`src/rtl/mem_access_unit.sv`:
```
// Load/store unit between the EX/MEM stage and a synchronous single-port data RAM.
// Handles byte/half/word accesses, sign/zero extension and read-modify-write sub-word stores.
module mem_access_unit #(
    parameter int unsigned len        = 32,
    parameter int unsigned RAM_ADDR_W = 11
) (
    input  logic                  i_clk,
    input  logic                  i_rst,
    input  logic                  i_valid,
    input  logic                  i_mem_read,
    input  logic                  i_mem_write,
    input  logic [1:0]            i_size,
    input  logic                  i_unsigned,
    input  logic [len-1:0]        i_address,
    input  logic [len-1:0]        i_write_data,
    output logic                  o_stall,
    output logic                  o_done,
    output logic                  o_misaligned,
    output logic [len-1:0]        o_read_data,
    output logic [RAM_ADDR_W-1:0] o_ram_addr,
    output logic [len-1:0]        o_ram_din,
    output logic                  o_ram_we,
    output logic                  o_ram_en,
    input  logic [len-1:0]        i_ram_dout
);

    typedef enum logic [2:0] {IDLE, RD_WAIT, RMW_WAIT, WRITE, DONE} state_e;

    state_e                  state_q, state_d;
    logic [RAM_ADDR_W+1:0]   addr_q;
    logic [1:0]              size_q;
    logic                    uns_q;
    logic                    mis_q;
    logic [len-1:0]          wdata_q;
    logic [len-1:0]          merge_q;
    logic [len-1:0]          read_data_q;

    logic                    req_ok;
    logic                    in_mis;
    logic [4:0]              lane_sh;
    logic [len-1:0]          shifted;
    logic [len-1:0]          load_val;
    logic [len-1:0]          lane_mask;
    logic [len-1:0]          merged;
    logic                    unused_addr_hi;

    assign unused_addr_hi = ^i_address[len-1:RAM_ADDR_W+2];

    // Reset gates acceptance so no RAM strobe or stall escapes while i_rst is low.
    assign req_ok = i_rst && (state_q == IDLE) && i_valid && (i_mem_read ^ i_mem_write);
    assign in_mis = ((i_size == 2'b01) && i_address[0]) ||
                    (i_size[1] && (i_address[1:0] != 2'b00));

    // Lane datapath works from the registered request, never from live inputs.
    assign lane_sh = {addr_q[1:0], 3'b000};
    assign shifted = i_ram_dout >> lane_sh;

    always_comb begin
        load_val = i_ram_dout;
        unique case (size_q)
            2'b00:   load_val = {{(len-8){~uns_q & shifted[7]}}, shifted[7:0]};
            2'b01:   load_val = {{(len-16){~uns_q & shifted[15]}}, shifted[15:0]};
            default: load_val = i_ram_dout;
        endcase
    end

    always_comb begin
        if (size_q == 2'b00) begin
            lane_mask = {{(len-8){1'b0}}, 8'hFF} << lane_sh;
        end else begin
            lane_mask = {{(len-16){1'b0}}, 16'hFFFF} << lane_sh;
        end
        merged = (i_ram_dout & ~lane_mask) | ((wdata_q << lane_sh) & lane_mask);
    end

    always_ff @(posedge i_clk or negedge i_rst) begin
        if (!i_rst) begin
            state_q <= IDLE;
        end else begin
            state_q <= state_d;
        end
    end

    always_comb begin
        state_d = state_q;
        unique case (state_q)
            IDLE: begin
                if (req_ok) begin
                    if (in_mis) begin
                        state_d = DONE;
                    end else if (i_mem_read) begin
                        state_d = RD_WAIT;
                    end else if (i_size[1]) begin
                        state_d = DONE;
                    end else begin
                        state_d = RMW_WAIT;
                    end
                end
            end
            RD_WAIT:  state_d = DONE;
            RMW_WAIT: state_d = WRITE;
            WRITE:    state_d = DONE;
            DONE:     state_d = IDLE;
            default:  state_d = IDLE;
        endcase
    end

    always_comb begin
        o_stall      = 1'b0;
        o_done       = 1'b0;
        o_misaligned = 1'b0;
        o_ram_en     = 1'b0;
        o_ram_we     = 1'b0;
        o_ram_addr   = addr_q[RAM_ADDR_W+1:2];
        o_ram_din    = merge_q;
        unique case (state_q)
            IDLE: begin
                if (i_rst) begin
                    o_ram_addr = i_address[RAM_ADDR_W+1:2];
                    o_ram_din  = i_write_data;
                end
                if (req_ok) begin
                    o_stall = 1'b1;
                    if (!in_mis) begin
                        o_ram_en = 1'b1;
                        o_ram_we = i_mem_write && i_size[1];
                    end
                end
            end
            RD_WAIT, RMW_WAIT: o_stall = 1'b1;
            WRITE: begin
                o_stall  = 1'b1;
                o_ram_en = 1'b1;
                o_ram_we = 1'b1;
            end
            DONE: begin
                o_done       = 1'b1;
                o_misaligned = mis_q;
            end
            default: ;
        endcase
    end

    always_ff @(posedge i_clk or negedge i_rst) begin
        if (!i_rst) begin
            addr_q      <= '0;
            size_q      <= '0;
            uns_q       <= 1'b0;
            mis_q       <= 1'b0;
            wdata_q     <= '0;
            merge_q     <= '0;
            read_data_q <= '0;
        end else begin
            if (req_ok) begin
                addr_q  <= i_address[RAM_ADDR_W+1:0];
                size_q  <= i_size;
                uns_q   <= i_unsigned;
                mis_q   <= in_mis;
                wdata_q <= i_write_data;
            end
            if (state_q == RD_WAIT) begin
                read_data_q <= load_val;
            end
            if (state_q == RMW_WAIT) begin
                merge_q <= merged;
            end
        end
    end

    assign o_read_data = read_data_q;

endmodule

```
`config.mk`:
```
export PLATFORM = sky130hd
export DESIGN_NAME = mem_access_unit
export DESIGN_NICKNAME = d
export VERILOG_FILES = /design/src/rtl/mem_access_unit.sv
export SDC_FILE = /design/constraint.sdc
export NUM_CORES = 1
export LEC_CHECK = 0
export CORE_MARGIN = 5
export CORE_UTILIZATION = 45
export DETAILED_ROUTE_END_ITERATION = 16
export PLACE_DENSITY = 0.79
export RECOVER_POWER = 100
export SLEW_MARGIN = 30
export SYNTH_ARGS = -nofsm -noshare
export SYNTH_HDL_FRONTEND = slang
export SYNTH_SLANG_ARGS = --single-unit
```
`constraint.sdc`:
```
create_clock -name i_clk -period 2.3 [get_ports i_clk]
set_input_delay 0.575 -clock i_clk [delete_from_list [all_inputs] [get_ports i_clk]]
set_output_delay 0.575 -clock i_clk [all_outputs]
set_load 0.02 [all_outputs]
```
* Yosys cells after proc, flatten, opt, wreduce, memory -nomap -nowiden
Index checks and enable logic that the tools add are counted.
** Operators by class
- Equality and inequality tests :: 7
- Multiplexer cells :: 21
- Shifts and indexed selects :: 4
- Reductions and logical operators :: 12
- Bitwise operators :: 8
** Operators by type and width (number)
- $mux W32 :: 3
- $and A32 B32 Y32 :: 2
- $pmux W32 S2 :: 1
- $not A32 Y32 :: 1
- $or A32 B32 Y32 :: 1
- $shl A16 B5 Y32 const A :: 1
- $shl A32 B5 Y32 :: 1
- $shl A8 B5 Y32 const A :: 1
- $shr A32 B5 Y16 :: 1
- $mux W11 :: 2
- $mux W3 :: 4
- $pmux W3 S3 :: 1
- $mux W1 :: 7
- $eq A3 B2 Y1 const B :: 2
- $logic_and A1 B1 Y1 :: 6
- $pmux W1 S2 :: 3
- $eq A2 B1 Y1 const B :: 2
- $eq A3 B1 Y1 const B :: 1
- $eq A3 B3 Y1 const B :: 1
- $logic_not A3 Y1 :: 1
- $reduce_or A3 Y1 :: 1
- $and A1 B1 Y1 :: 2
- $logic_not A2 Y1 :: 1
- $ne A2 B2 Y1 const B :: 1
- other kinds (5) :: 5
** Word-level totals
- Bits in registers :: 116
- Input bits :: 104
- Output and inout port bits :: 80
- Logic and storage cells :: 60

* Longest topological paths before layout
- Depth after elaboration :: 6
- Depth in mapped cells :: 7

* Worst setup path after synthesis
No wires, ideal clock.
- Path type :: reg2out
- Start :: register state_q[1]
- End :: output o_stall
- Stages on the path, launching flop included :: 7
- Path slack :: -0.075 ns
- Arrival :: 1.800 ns
- Path through :: dfrtp_1 buf_2 nor4b_4 nand3_1 buf_2 buf_2 a21oi_1
** Between the ends
- Longest elaborated chain between the ends :: 6
- Elaborated cells between the ends (all ways) :: 10
** RTL lines
- start, declared :: line 29 : state_e state_q, state_d;
- start signal, assigned :: line 80 : state_q <= state_d;
- $logic_not A3 Y1 :: line 50, 116
- $logic_and A1 B1 Y1 (3 in series) :: line 50 : assign req_ok = i_rst && (state_q == IDLE) && i_valid && (i_mem_read ^ i_mem_write);
- $mux W1 :: line 122 : if (req_ok) begin
- $pmux W1 S2 * :: line 116 : unique case (state_q)
- end, declared :: line 16 : output logic o_stall,
Every way passes the cells marked *; elsewhere a longest branch is shown, timed or not.

* Worst setup path in the final report
- Start :: register state_q[1]
- End :: output o_ram_din[2]
** Between the ends
- Longest elaborated chain between the ends :: 2
** RTL lines
- $logic_not A3 Y1 :: line 116
- $mux W32 :: line 116
- end, declared :: line 21 : output logic [len-1:0] o_ram_din,
Every way passes these cells.

==> reports/metrics.yaml <==
status:
  status: "finished, violations left"
  violations: "setup timing"
placement:
  port_buffers: 164
  hpwl_um: 12900
  dpl_worst_slack_ps: -590
  gp_congestion: 0.914
clocking:
  clk_latency_ps: 340
  htree_levels: 3
  clkTransAtPathRegs_ps: 70
  numCtsBuffers: 9
  postCtsHoldBufs: 0
  clk_path_buf_depth: 2
  tritoncts: "yes"
  clkSinkCount: 100
  clockRootBuffer: "clkbuf_16"
  postCtsSetupRepairBufs: 0
cells_and_area:
  antenna_cells: 0
  fin_util_pct: 64.0
  layout_common_cells: "164 x nand2_1, 100 x dfrtp_1, 80 x clkdlybuf4s50_1"
  drive_above_1_share_pct: 22.1
  final_common_cell: "nand2_1"
  nets: 891
  syn_to_final_growth_pct: 39.9
worst_setup_path:
  rrSetupSlack_ps: 150
  crit_type: "register to output port"
  crit_arrival_ps: 1920
  reg2reg_from: "size_q[0]$_DFFE_PN0N_"
  required_ps: 1730
  crit_top_cell: "buf_12"
  worst_setup_path_end_kind: "output port"
  reg2reg_depth: 4
  crit_chain: "nor4b_4 -> buf_12 -> buf_12 -> mux2_2 -> buf_4"
  cp_max_fo: 13
  r2r_end: "merge_q[17]$_DFFE_PN0P_"
  cpMaxStageDelayCell: "dfrtp_1"
  cpPeakStageDelay_ps: 410
  critPathLaunchType: "register"
synthesis:
  synth_seq_area_share_pct: 45.8
  synth_xor_area_share_pct: 0.160
  syn_area_mm2: 0.00547
  synth-seq-cells: 100
  synth_ff_type: "dfrtp_1"
  synthSimpleGateAreaFrac_pct: 20.3
  yosysUniqueCellTypes: 38
  synth_top_family_by_area: "simple AND/OR/NAND/NOR gates"
  async_flop_share_pct: 100
  synth_nets: 710
  synth.avg_cell_area_um2: 9.02
  synth_edf_count: 0
  yosys_warnings: 0
  synth_compound_area_share_pct: 12.0
  synthMuxAreaShare_pct: 17.9
  synthAdderAreaFrac_pct: 0
  synthCells: 606
pwr:
  power.clock.fraction_pct: 13.1
  leakagePower_nw: 3.58
  switching_share_pct: 44.3
  ir_drop_mv: 0.843
  power_frac_seq_pct: 28.4
  combPwrFrac_pct: 58.5
  p_switching_w: 0.00522
  p_per_area_mw_per_mm2: 1540
  intPower_w: 0.00655
grt:
  grt_pass1_wl_um: 26400
  antenna_found_initial: 0
  grt.overflow.total: 0
  grt_max_degree: 57
  grt.total_usage_pct: 22.6
  first_global_vias: 5096
worst_hold_path:
  min_path_cells: 2
  hold_class: "register to register"
  hold_path_end: "o_read_data[4]$_DFFE_PN0N_"
  min_from: "o_read_data[4]$_DFFE_PN0N_"
timing:
  finalCritPeriodShare_pct: 108
  slew_headroom_pct: 26.2
  setup_ws_ps: -193
  rsz0062_at_grt: "yes"
  max_freq_mhz: 401
  clock_skew_ps: 9.16
  worst_pin_slew_ps: 1110
  tns_ps: -6910
  hold_viol: 0
  drv_slew: 0
  setup_viol: 45
  fin_crit_ps: 2490
drt:
  routed_via_density: 5.55
  drt_pass1_iterations: 5
  via_count: 5212
  wire_per_inst_um: 18.0
  drt_iter0_drc: 498
  remaining_drc_errors: 0
  ant_nets: 0
  wirelength_um: 16900
die:
  fp.dieH_um: 120
  io_pins: 184
  fp-row-count: 40
  die_area_mm2: 0.0145
  core_mm2: 0.0120
  initial_core_util_pct: 45.7
  die_w_um: 120
job:
  cap_viol_max_count: 0
synthesized netlist by cell type (2+ instances only):
cell,number,area (um^2)
a22oi_1,8,60.1
buf_2,23,115
nor3_1,3,15.0
nor2b_1,3,18.8
dfrtp_1,100,2500
mux2_2,59,664
clkbuf_1,22,82.6
o31ai_1,6,45.0
nand3b_1,2,15.0
o21ai_1,3,15.0
nand2_1,164,616
a21oi_1,23,115
nor2_1,20,75.1
a31oi_1,2,12.5
o21ai_0,57,285
nand2b_1,14,87.6
o2bb2ai_1,8,70.1
and3_1,2,12.5
nand3_1,38,190
mux2i_1,29,290
buf_1,3,11.3
flip-flops by register name (all words and copies together) (netlist names):
| name | count |
|---|---|
| addr_q | 13 |
| merge_q | 32 |
| mis_q | 1 |
| o_read_data | 32 |
| size_q | 2 |
| state_q | 3 |
| uns_q | 1 |
| wdata_q | 16 |
critical path: cells and delay by family (launching register included):
family	cells	cell delay (ps)
buffers and inverters	3	480
AND/OR/NAND/NOR	1	330
flip-flops	1	410
multiplexers	1	340
repair_timing:
item | 4_1_cts | 5_1_grt
pin swaps | 2 | 1
resized for setup | 194 | 27
setup endpoints to repair | 48 | 46
through the flow:
stage | total power (W) | cells | instance area (um^2) | hold slack [ps]
6_report | 0.0118 | 939 | 7650 | 485
5_1_grt | 0.0125 | 939 | 7650 | 505
4_1_cts | 0.0118 | 939 | 7640 | 371
3_5_place_dp | 0.0107 | 923 | 7550 | 463
3_3_place_gp | 0.0105 | 923 | 7550 | 459
2_1_floorplan | 0.00758 | 606 | 5470 | 279
cells by family (layout without fill, tap and decap cells):
logic type      count (synthesis)  in the layout
xor+xnor                        1              1
flops                         100            100
compound gates                113            113
mux                            89             89
simple gates                  254            254
buf+inv                        49            235
routing by layer:
metal	GRT usage (%)	up-vias	part of all wire, %
met1	31.7	2469	43
met2	36.7	268	46
met3	3.41	37	7.9
met5	0	-	0
met4	6.59	0	2.2
li1	-	2438	-
power groups by stage:
| stage | logic, W | clock network [W] | registers, W |
|---|---|---|---|
| floorplan | 0.00417 | 0 | 0.00341 |
| global placement | 0.00712 | 0 | 0.00333 |
| detailed placement | 0.00732 | 0 | 0.00338 |
| CTS | 0.00689 | 0.00154 | 0.00336 |
| global route | 0.00742 | 0.00163 | 0.00345 |
| finish | 0.00688 | 0.00154 | 0.00334 |
final cells by class:
cell class	instances	area, um^2
multi-input combinational	457	2770
inverter	1	3.75
tap	147	184
fill	979	4310
timing repair buffer	218	1900
clock inverter	6	68.8
clock buffer	10	229
sequential	100	2500
worst max path at each step:
stage | from | end | slack [ps] | cells after the start
2_1_floorplan | state_q[1]$_DFFE_PN0P_ | o_ram_we | 30 | 6
3_3_place_gp | i_mem_read | o_ram_we | -560 | 6
3_5_place_dp | i_mem_read | o_ram_we | -590 | 6
4_1_cts | state_q[1]$_DFFE_PN0P_ | o_ram_din[16] | -330 | 5
5_1_grt | state_q[1]$_DFFE_PN0P_ | o_ram_din[18] | -240 | 5
6_report | state_q[1]$_DFFE_PN0P_ | o_ram_din[2] | -190 | 5
No activity file was read; power rests on OpenSTA's default activity.
